===== src/rtl/traffic_ctrl_n_if.sv =====
// Signal bundle for the N-road traffic-light controller.
// The master side drives run enable, demand and emergency requests.
// The slave side (the controller) returns lamp codes and phase status.
interface traffic_ctrl_n_if #(
  parameter int NUM_ROADS = 4,
  parameter int ROAD_W    = $clog2(NUM_ROADS)
);
  logic                   en;
  logic [NUM_ROADS-1:0]   road_req;
  logic                   emg_req;
  logic [ROAD_W-1:0]      emg_road;
  logic [2*NUM_ROADS-1:0] light;
  logic [ROAD_W-1:0]      active_road;
  logic [1:0]             phase;
  logic                   emg_active;

  modport master (
    output en, road_req, emg_req, emg_road,
    input  light, active_road, phase, emg_active
  );

  modport slave (
    input  en, road_req, emg_req, emg_road,
    output light, active_road, phase, emg_active
  );
endinterface


===== src/rtl/traffic_ctrl_n.sv =====
// N-road traffic-light controller: GREEN -> YELLOW -> ALLRED rotation with
// demand-driven round-robin road selection, green extension when no other
// road wants service, and emergency pre-emption toward a requested road.
module traffic_ctrl_n #(
  parameter int NUM_ROADS   = 4,
  parameter int GREEN_TIME  = 7,
  parameter int YELLOW_TIME = 2,
  parameter int ALLRED_TIME = 1,
  parameter int CNT_W       = 6,
  parameter int ROAD_W      = $clog2(NUM_ROADS)
) (
  input logic              clk,
  input logic              rst,
  traffic_ctrl_n_if.slave  bus
);

  typedef enum logic [1:0] {
    PH_GREEN  = 2'b00,
    PH_YELLOW = 2'b01,
    PH_ALLRED = 2'b10
  } phase_e;

  localparam int unsigned      ROADS_U     = 32'(NUM_ROADS);
  localparam logic [CNT_W-1:0] GREEN_LAST  = CNT_W'(GREEN_TIME - 1);
  localparam logic [CNT_W-1:0] YELLOW_LAST = CNT_W'(YELLOW_TIME - 1);
  localparam logic [CNT_W-1:0] ALLRED_LAST = CNT_W'(ALLRED_TIME - 1);
  localparam logic [1:0]       LAMP_RED    = 2'b00;
  localparam logic [1:0]       LAMP_YELLOW = 2'b01;
  localparam logic [1:0]       LAMP_GREEN  = 2'b10;

  phase_e              r_phase;
  phase_e              w_phase_nxt;
  logic [ROAD_W-1:0]   r_active;
  logic [ROAD_W-1:0]   w_active_nxt;
  logic [CNT_W-1:0]    r_count;
  logic [CNT_W-1:0]    w_count_nxt;
  logic [ROAD_W-1:0]   r_next;
  logic [ROAD_W-1:0]   w_next_nxt;
  logic                r_emg;
  logic                w_emg_nxt;

  logic                w_emg_valid;
  logic [NUM_ROADS-1:0] w_cand;
  logic [ROAD_W-1:0]   w_probe;
  logic [ROAD_W-1:0]   w_pick;
  logic                w_found;

  // An out-of-range emergency road is treated as no request; with a
  // power-of-two road count every encodable index is valid.
  generate
    if ((1 << ROAD_W) == NUM_ROADS) begin : g_emg_full
      assign w_emg_valid = bus.emg_req;
    end else begin : g_emg_range
      assign w_emg_valid = bus.emg_req && (32'(bus.emg_road) < ROADS_U);
    end
  endgenerate

  // Round-robin pick: first demanding road after the active one, wrapping.
  always_comb begin
    w_cand           = bus.road_req;
    w_cand[r_active] = 1'b0;
    w_found          = 1'b0;
    w_pick           = '0;
    w_probe          = '0;
    for (int unsigned k = 1; k < ROADS_U; k++) begin
      w_probe = ROAD_W'((32'(r_active) + k) % ROADS_U);
      if (!w_found && w_cand[w_probe]) begin
        w_found = 1'b1;
        w_pick  = w_probe;
      end
    end
  end

  // Phase/state register with asynchronous active-high reset.
  always_ff @(posedge clk or posedge rst) begin
    if (rst) begin
      r_phase  <= PH_GREEN;
      r_active <= '0;
      r_count  <= '0;
      r_next   <= '0;
      r_emg    <= 1'b0;
    end else begin
      r_phase  <= w_phase_nxt;
      r_active <= w_active_nxt;
      r_count  <= w_count_nxt;
      r_next   <= w_next_nxt;
      r_emg    <= w_emg_nxt;
    end
  end

  // Next-state logic: en gates everything, emergency outranks normal timing.
  always_comb begin
    w_phase_nxt  = r_phase;
    w_active_nxt = r_active;
    w_count_nxt  = r_count;
    w_next_nxt   = r_next;
    w_emg_nxt    = r_emg;
    if (bus.en) begin
      case (r_phase)
        PH_GREEN: begin
          if (w_emg_valid && (bus.emg_road != r_active)) begin
            w_phase_nxt = PH_YELLOW;
            w_count_nxt = '0;
            w_next_nxt  = bus.emg_road;
            w_emg_nxt   = 1'b1;
          end else if (w_emg_valid) begin
            // Emergency already owns green: hold, parking the counter at the
            // decision point so release exits on its first free cycle.
            w_emg_nxt = 1'b1;
            if (r_count != GREEN_LAST) begin
              w_count_nxt = r_count + 1'b1;
            end
          end else begin
            w_emg_nxt = 1'b0;
            if (r_count == GREEN_LAST) begin
              w_count_nxt = '0;
              if (w_found) begin
                w_phase_nxt = PH_YELLOW;
                w_next_nxt  = w_pick;
              end
            end else begin
              w_count_nxt = r_count + 1'b1;
            end
          end
        end
        PH_YELLOW: begin
          if (w_emg_valid) begin
            w_next_nxt = bus.emg_road;
            w_emg_nxt  = 1'b1;
          end
          if (r_count == YELLOW_LAST) begin
            w_phase_nxt = PH_ALLRED;
            w_count_nxt = '0;
          end else begin
            w_count_nxt = r_count + 1'b1;
          end
        end
        PH_ALLRED: begin
          if (w_emg_valid) begin
            w_next_nxt = bus.emg_road;
            w_emg_nxt  = 1'b1;
          end
          if (r_count == ALLRED_LAST) begin
            // An emergency arriving on the last all-red cycle wins the grant.
            w_phase_nxt  = PH_GREEN;
            w_active_nxt = w_emg_valid ? bus.emg_road : r_next;
            w_count_nxt  = '0;
          end else begin
            w_count_nxt = r_count + 1'b1;
          end
        end
        default: begin
          w_phase_nxt = PH_GREEN;
          w_count_nxt = '0;
        end
      endcase
    end
  end

  // Lamp decode: only the active road can be non-RED, never during ALLRED.
  always_comb begin
    bus.light = '0;
    for (int unsigned i = 0; i < ROADS_U; i++) begin
      if (ROAD_W'(i) == r_active) begin
        case (r_phase)
          PH_GREEN:  bus.light[2*i +: 2] = LAMP_GREEN;
          PH_YELLOW: bus.light[2*i +: 2] = LAMP_YELLOW;
          default:   bus.light[2*i +: 2] = LAMP_RED;
        endcase
      end
    end
  end

  // Status outputs straight from the registered state.
  always_comb begin
    bus.phase       = r_phase;
    bus.active_road = r_active;
    bus.emg_active  = r_emg;
  end

endmodule

===== src/flat_wrapper.sv =====
// flat-port wrapper written by rule: the top's interface ports become plain ports
module traffic_ctrl_n_flat 
#(
  parameter int NUM_ROADS   = 4,
  parameter int GREEN_TIME  = 7,
  parameter int YELLOW_TIME = 2,
  parameter int ALLRED_TIME = 1,
  parameter int CNT_W       = 6,
  parameter int ROAD_W      = $clog2(NUM_ROADS)
)
  (clk, rst, bus_en, bus_road_req, bus_emg_req, bus_emg_road, bus_light, bus_active_road, bus_phase, bus_emg_active);
  traffic_ctrl_n_if #(.NUM_ROADS(NUM_ROADS), .ROAD_W(ROAD_W)) bus_i ();
  input logic clk;
  input logic rst;
  input wire logic [$bits(bus_i.en)-1:0] bus_en;
  input wire logic [$bits(bus_i.road_req)-1:0] bus_road_req;
  input wire logic [$bits(bus_i.emg_req)-1:0] bus_emg_req;
  input wire logic [$bits(bus_i.emg_road)-1:0] bus_emg_road;
  output wire logic [$bits(bus_i.light)-1:0] bus_light;
  output wire logic [$bits(bus_i.active_road)-1:0] bus_active_road;
  output wire logic [$bits(bus_i.phase)-1:0] bus_phase;
  output wire logic [$bits(bus_i.emg_active)-1:0] bus_emg_active;
  assign bus_i.en = bus_en;
  assign bus_i.road_req = bus_road_req;
  assign bus_i.emg_req = bus_emg_req;
  assign bus_i.emg_road = bus_emg_road;
  assign bus_light = bus_i.light;
  assign bus_active_road = bus_i.active_road;
  assign bus_phase = bus_i.phase;
  assign bus_emg_active = bus_i.emg_active;
  traffic_ctrl_n #(.NUM_ROADS(NUM_ROADS), .GREEN_TIME(GREEN_TIME), .YELLOW_TIME(YELLOW_TIME), .ALLRED_TIME(ALLRED_TIME), .CNT_W(CNT_W), .ROAD_W(ROAD_W)) u_core (.clk(clk), .rst(rst), .bus(bus_i));
endmodule

===== config.mk =====
export PLATFORM = sky130hd
export DESIGN_NAME = traffic_ctrl_n_flat
export DESIGN_NICKNAME = d
export VERILOG_FILES = /design/src/rtl/traffic_ctrl_n_if.sv /design/src/rtl/traffic_ctrl_n.sv /design/src/flat_wrapper.sv
export SDC_FILE = /design/constraint.sdc
export NUM_CORES = 1
export LEC_CHECK = 0
export ABC_AREA = 1
export BUFFER_PORTS_ARGS = -buffer_cell sky130_fd_sc_hd__buf_4
export CAP_MARGIN = 10
export CORE_ASPECT_RATIO = 0.75
export CORE_MARGIN = 2
export CORE_UTILIZATION = 50
export CTS_BUF_LIST = sky130_fd_sc_hd__clkbuf_4 sky130_fd_sc_hd__clkbuf_8
export DETAILED_ROUTE_END_ITERATION = 10
export PLACE_DENSITY_LB_ADDON = 0.2
export SLEW_MARGIN = 5
export SYNTH_ARGS = -nofsm -noshare
export SYNTH_HDL_FRONTEND = slang
export SYNTH_SLANG_ARGS = --single-unit
export TNS_END_PERCENT = 100

===== constraint.sdc =====
create_clock -name clk -period 3 [get_ports clk]
set_input_delay 0.45 -clock clk [delete_from_list [all_inputs] [get_ports clk]]
set_output_delay 0.45 -clock clk [all_outputs]
set_load 0.02 [all_outputs]

**Word level (Yosys, flattened, before mapping)**

Cells that the tools add are included.
Widths: inputs -> output; s select.

- Register bits: 13
- Bits in latches: 0
- RAM bits: 0
- Memory bits (read-only): 0
- Input bits: 10
- Output and inout port bits: 13
- Word-level logic and storage cells: 91
- Memories kept: 0

- Add/sub/neg operators: 4
- Multipliers: 0
- Div/mod/pow operators: 0
- Magnitude comparators: 5
- Eq/ne operators: 16
- Shift-type cells: 0
- Muxes and demuxes: 43
- Bitwise logic cells: 2
- Reduce and logical (&&, ||, !) cells: 16

Operator list:

| cell | count |
|---|---|
| $mux 2 | 18 |
| $mux 6 | 6 |
| $pmux 6 s3 | 1 |
| $lt 2x3->1 const B | 4 |
| $mux 1 | 10 |
| $pmux 2 s2 | 2 |
| $add 6x1->6 const B | 1 |
| $bmux 1 s2 | 3 |
| $eq 6x1->1 const B | 1 |
| $eq 6x3->1 const B | 1 |
| $logic_not 6->1 | 1 |
| $ne 2x1->1 const B | 3 |
| $ne 3x1->1 const B | 2 |
| $ne 6x3->1 const B | 1 |
| $pmux 2 s3 | 1 |
| $reduce_and 3->1 | 2 |
| $reduce_and 6->1 | 1 |
| $reduce_and 5->1 | 1 |
| $add 2x2->2 const B | 2 |
| $and 4x4->4 | 1 |
| $eq 2x2->1 const A | 2 |
| $logic_and 1x1->1 | 4 |
| $logic_not 2->1 | 2 |
| $ne 4x2->1 const B | 1 |
| other kinds (14) | 15 |

**Logic depth before layout (Yosys ltp)**

- Depth after elaboration: 20
- Mapped depth: 15
- Gate-level depth less buffers: 14

**Worst setup path after synthesis**

No wires, ideal clock.

- Kind: flip-flop to flip-flop
- Start: reg u_core.r_active[0] (netlist: u_core.bus.active_road[0])
- End: reg u_core.r_next[1]
- Library setup time: 0.116 ns
- Arrival time: 1.747 ns
- Required time: 2.884 ns
- Slack: 1.137 ns
- Cell stages (with the launch flop): 12
- Period minus slack after synthesis: 1.863 ns
- Cell sequence: dfrtp_1 > buf_6 > inv_4 > ha_1 > inv_1 > a21oi_1 > nor2_1 > nand3b_4 > nand2_4 > nor2_2 > nand2_1 > nand2_1

- Word-level cells in the longest chain between the ends: 20
- Elaborated cells on any way between the ends: 37
- Classes of those cells: add/sub: 3; order compare: 2; eq/ne: 4; mux: 19; bitwise: 2; reduce/logical: 7

Ends and longest elaborated chain:

| what | line | source |
|---|---|---|
| start: declaration | traffic_ctrl_n.sv:33 | `logic [ROAD_W-1:0] r_active;` |
| start signal: assignment | traffic_ctrl_n.sv:84 | `r_active <= w_active_nxt;` |
| $lt 2x3->1 (implied by the code) or $ge 2x1->1 (tied branches) | traffic_ctrl_n.sv:61 | `w_cand[r_active] = 1'b0;` |
| $logic_and 1x1->1 (implied by the code) | traffic_ctrl_n.sv:61 |  |
| $mux 1 (implied by the code) | traffic_ctrl_n.sv:61 |  |
| $demux 1 s2 | -- |  |
| $not 4->4 (no line) | -- |  |
| $and 4x4->4 (no line) | -- |  |
| $bmux 1 s2 | traffic_ctrl_n.sv:67 | `if (!w_found && w_cand[w_probe]) begin` |
| $mux 1 (implied by the code) | traffic_ctrl_n.sv:67 |  |
| [4 not listed] | -- |  |
| $logic_not 1->1 | traffic_ctrl_n.sv:67 |  |
| $logic_and 1x1->1 | traffic_ctrl_n.sv:67 |  |
| $mux 2 | traffic_ctrl_n.sv:67 |  |
| $mux 2 | traffic_ctrl_n.sv:117 | `if (w_found) begin` |
| $mux 2 | traffic_ctrl_n.sv:115 | `if (r_count == GREEN_LAST) begin` |
| $mux 2 | traffic_ctrl_n.sv:106 | `end else if (w_emg_valid) begin` |
| $mux 2 | traffic_ctrl_n.sv:101 | `if (w_emg_valid && (bus.emg_road != r_active)) begin` |
| $pmux 2 s2 | traffic_ctrl_n.sv:99 | `case (r_phase)` |
| end signal: assignment | traffic_ctrl_n.sv:86 | `r_next <= w_next_nxt;` |
| end: declaration | traffic_ctrl_n.sv:37 | `logic [ROAD_W-1:0] r_next;` |

Several ways; a longest one is shown, not always the timed one. The select of a mux whose other input is x is not followed.
A chain may end at the register's enable or synchronous reset.

**Final worst setup path**

- Start: reg u_core.r_active[0] (netlist: u_core.bus.active_road[0])
- End: reg u_core.r_phase[0] (netlist: u_core.bus.phase[0])

- Word-level cells in the longest chain between the ends: 17
- Elaborated cells on any way between the ends: 31
- Classes of those cells: add/sub: 3; order compare: 2; eq/ne: 4; mux: 13; bitwise: 2; reduce/logical: 7

Ends and longest elaborated chain:

| what | line | source |
|---|---|---|
| $lt 2x3->1 (implied by the code) or $ge 2x1->1 (tied branches) | traffic_ctrl_n.sv:61 |  |
| $logic_and 1x1->1 (implied by the code) | traffic_ctrl_n.sv:61 |  |
| $mux 1 (implied by the code) | traffic_ctrl_n.sv:61 |  |
| $demux 1 s2 | -- |  |
| $not 4->4 (no line) | -- |  |
| $and 4x4->4 (no line) | -- |  |
| $bmux 1 s2 | traffic_ctrl_n.sv:67 |  |
| $mux 1 (implied by the code) | traffic_ctrl_n.sv:67 |  |
| $mux 1 | traffic_ctrl_n.sv:67 |  |
| $logic_not 1->1 | traffic_ctrl_n.sv:67 |  |
| $logic_and 1x1->1 | traffic_ctrl_n.sv:67 |  |
| $mux 1 | traffic_ctrl_n.sv:67 |  |
| $logic_not 1->1 | traffic_ctrl_n.sv:67 |  |
| $logic_and 1x1->1 | traffic_ctrl_n.sv:67 |  |
| $mux 1 | traffic_ctrl_n.sv:67 |  |
| $ne 3x1->1 (no line) | -- |  |
| $reduce_and 6->1 (no line) | -- |  |
| end signal: assignment | traffic_ctrl_n.sv:83 | `r_phase <= w_phase_nxt;` |
| end: declaration | traffic_ctrl_n.sv:31 | `phase_e r_phase;` |

Several ways; a longest one is shown, not always the timed one. The select of a mux whose other input is x is not followed.

==> impl_results.md <==
- Inserted Diodes: 0
- Core area: 2643 µm²
- Clock slew at the register clock pins of the worst setup and hold paths: 0.05 ns
- Die Height: 49.77 µm
- Clock Latency Late Sink: 0.24 ns
- Core Rows: 16
- Final Non-Filler Cells: 263
- Post-CTS Setup Repair Bufs: 0
- # port buffers: 22
- Final setup vio count: 0
- Nets: 250
- Synthesized Nets: 226
- Max-slew violations: 0
- Layout overhead on the synthesized area: 17.03%
- Post-synth ARST share: 1.000
- Antenna violations before repair: 0
- Worst slew pin tran: 0.5434 ns
- CP Launch Type: flop
- Post-synth EDFFs: 0
- PwrDens: 1048 nW/µm²
- Crit share post-route: 0.6780
- Area of the mapped netlist: 1396 µm²
- WL/cell: 11.48 µm
- GRT Overall Usage: 0.2175
- Syn. warnings: 0
- Drt pass-1 iters: 4
- IO Count: 23
- Fmax: 0.4917 GHz
- RR Startpoint: u_core.bus.active_road[0]$_DFFE_PP0P_
- Power, Total: 1.712 mW
- Largest net degree at the start of global routing: 14
- Ys flop type: dfrtp_1
- Min Clock Period, post-route: 2.034 ns
- Max VDD drop: 0.0004865 V
- CTS H-tree depth: 1
- Hold WC Path Type: input port to async pin
- Post-synthesis sequential area ratio: 0.2330
- Final GP Congestion: 0.9353
- Setup_tns: 0 ns
- Placed insts: 259
- Switching fraction of total power: 0.5371
- CTS Root Cell: clkbuf_8
- WL final: 3020 µm
- Area post-placement: 1585 µm²
- Design area: 1634 µm²
- Slew margin rel.: 0.6373
- Fin Hold WS: 0.2499 ns
- Hold_buf cts: 0
- P_sw: 919.7 µW
- Syn_area_per_cell: 6.845 µm²
- First-pass GRT wire length: 5409 µm
- Kind of critical path: flop to flop
- Post_cts resized: 0
- Internal: 792.6 µW
- Sink Count: 13
- Final hold violations: 0
- Layout cells sized above 1: 0.2291
- Netlist cell types: 31
- DRC: 0
- Layout fillers: 277
- Final HPWL DP: 2490 µm
- Mapped Cells: 204
- CTS tree: built
- Crit-path max FO: 10
- Die W: 65.02 µm
- Max clock buf depth: 2
- Initial core utilization: 0.5284
- Iter 0 DRT Violations: 37
- Avg Vias per Cell: 4.909
- Synth area leaders: dfrtp_1 23%, nand2_1 20%, ha_1 11%
- Max Cap Violations: 0
- GR Overflow Total: 0
- Unrepaired setup endpoints after global routing: false
- Data arrival, critical path: 2.17 ns
- Die area: 3236 µm²
- Lkg Pwr: 0.9433 nW
- Clk pwr share: 0.096
- Worst Setup End Kind: flop
- Seq pwr share: 0.193
- Fin Clk Skew: 0.002484 ns
- Top-area cell type share of the netlist area: 0.2330
- Synth area leader: dfrtp_1
- Vias in the first global route: 1167
- CP startpoint: u_core.bus.active_road[0]$_DFFE_PP0P_
- Required time worst endpoint: 3.13 ns
- Run status: finished clean
- Post-route ant nets: 0
- Logic gate share of total power: 0.710
- Total number of vias: 1291
- Total CTS buffers: 3
- Synthesis-stage register bit count: 13
[worst max-delay path, stage by stage, from the launching register on]
cell      delay, ns
dfrtp_1        0.63
inv_4          0.11
ha_1           0.26
inv_1          0.08
nand3_1        0.11
a21oi_1        0.25
nor2_1         0.13
nand3b_4       0.12
nand2_1        0.09
nand2_1        0.08
nand2_1        0.05
[power by group through the flow]
stage | Sequential, mW | Combinational, mW | Clock, mW
after floorplan | 0.335 | 0.921 | 0
after global placement | 0.333 | 1.20 | 0
after detailed placement | 0.333 | 1.21 | 0
after CTS | 0.331 | 1.22 | 0.172
after global routing | 0.345 | 1.38 | 0.181
final | 0.331 | 1.22 | 0.165
[registers in the layout, indices dropped and copies added (netlist names)]
name                    cells
u_core.r_next               2
u_core.bus.emg_active       1
u_core.bus.active_road      2
u_core.bus.phase            2
u_core.r_count              6
[worst paths after layout]
path	slack, ns	cells after the start	to
worst min-delay path	0.25	2	u_core.bus.emg_active$_DFFE_PP0P_
worst min register to register	0.48	2	u_core.bus.emg_active$_DFFE_PP0P_
max in group asynchronous	2.39	2	u_core.bus.phase[0]$_DFFE_PP0P_
min in group clk	0.48	2	u_core.bus.emg_active$_DFFE_PP0P_
worst max register to register	0.97	10	u_core.bus.phase[0]$_DFFE_PP0P_
worst max-delay path	0.97	10	u_core.bus.phase[0]$_DFFE_PP0P_
[synth_stat cells, types with 2 or more instances]
master	count
a21oi_1	4
nor3_2	2
nand3_1	16
nand3_2	3
dfrtp_1	13
nand2_2	3
nand4_1	5
nor2_1	11
buf_2	2
inv_4	2
mux2_2	2
o21ai_0	3
ha_1	12
o21ai_1	2
nand2_4	2
nand2_1	74
inv_1	31
nor2_2	4
[logic make-up (layout without fill, tap and decap cells)]
logic type | Yosys count | after routing | share of synthesized area
and+or+nand+nor | 123 | 123 | 0.4256
adders and majority gates | 12 | 12 | 0.1075
buffers and inverters | 38 | 61 | 0.1129
DFF | 13 | 13 | 0.2330
AOI/OAI and AO/OA | 13 | 13 | 0.06721
muxes | 2 | 2 | 0.01613
xor gates and xnor gates | 3 | 3 | 0.03764
[through the flow]
step | utilization | worst slack (ns)
3_3_place_gp | 0.5999 | 1.033
6_report | 0.6184 | 0.9660
4_1_cts | 0.6184 | 0.9795
3_5_place_dp | 0.5999 | 0.9944
5_1_grt | 0.6184 | 0.7680
2_1_floorplan | - | 1.137
[metal layers]
| layer | global-route usage | routed length (µm) | vias to the layer above |
|---|---|---|---|
| met5 | 0 | 0 | - |
| met4 | 0.03125 | 8 | 0 |
| met3 | 0.05023 | 228 | 2 |
| met2 | 0.3247 | 1244 | 36 |
| met1 | 0.3271 | 1538 | 572 |
| li1 | - | - | 681 |
[cell type report]
cell class	instances	area [µm²]	area share
clock buffer	4	48.80	0.02986
inverter	35	136.4	0.08346
multi-input combinational	153	913.4	0.5590
sequential	13	325.3	0.1991
tap	36	45.04	0.02757
timing repair buffer	22	165.2	0.1011
[cells in the final DEF (no fill, tap or decap), drive strengths merged, types with 5 or more instances in the layout]
cell   synthesis  final
nand2         79     79
inv           34     34
buf            3     22
nand3         19     19
nor2          15     15
dfrtp         13     13
ha            12     12
o21ai          7      7
nand4          6      6
a21oi          5      5
No activity file was read; power rests on OpenSTA's default activity.
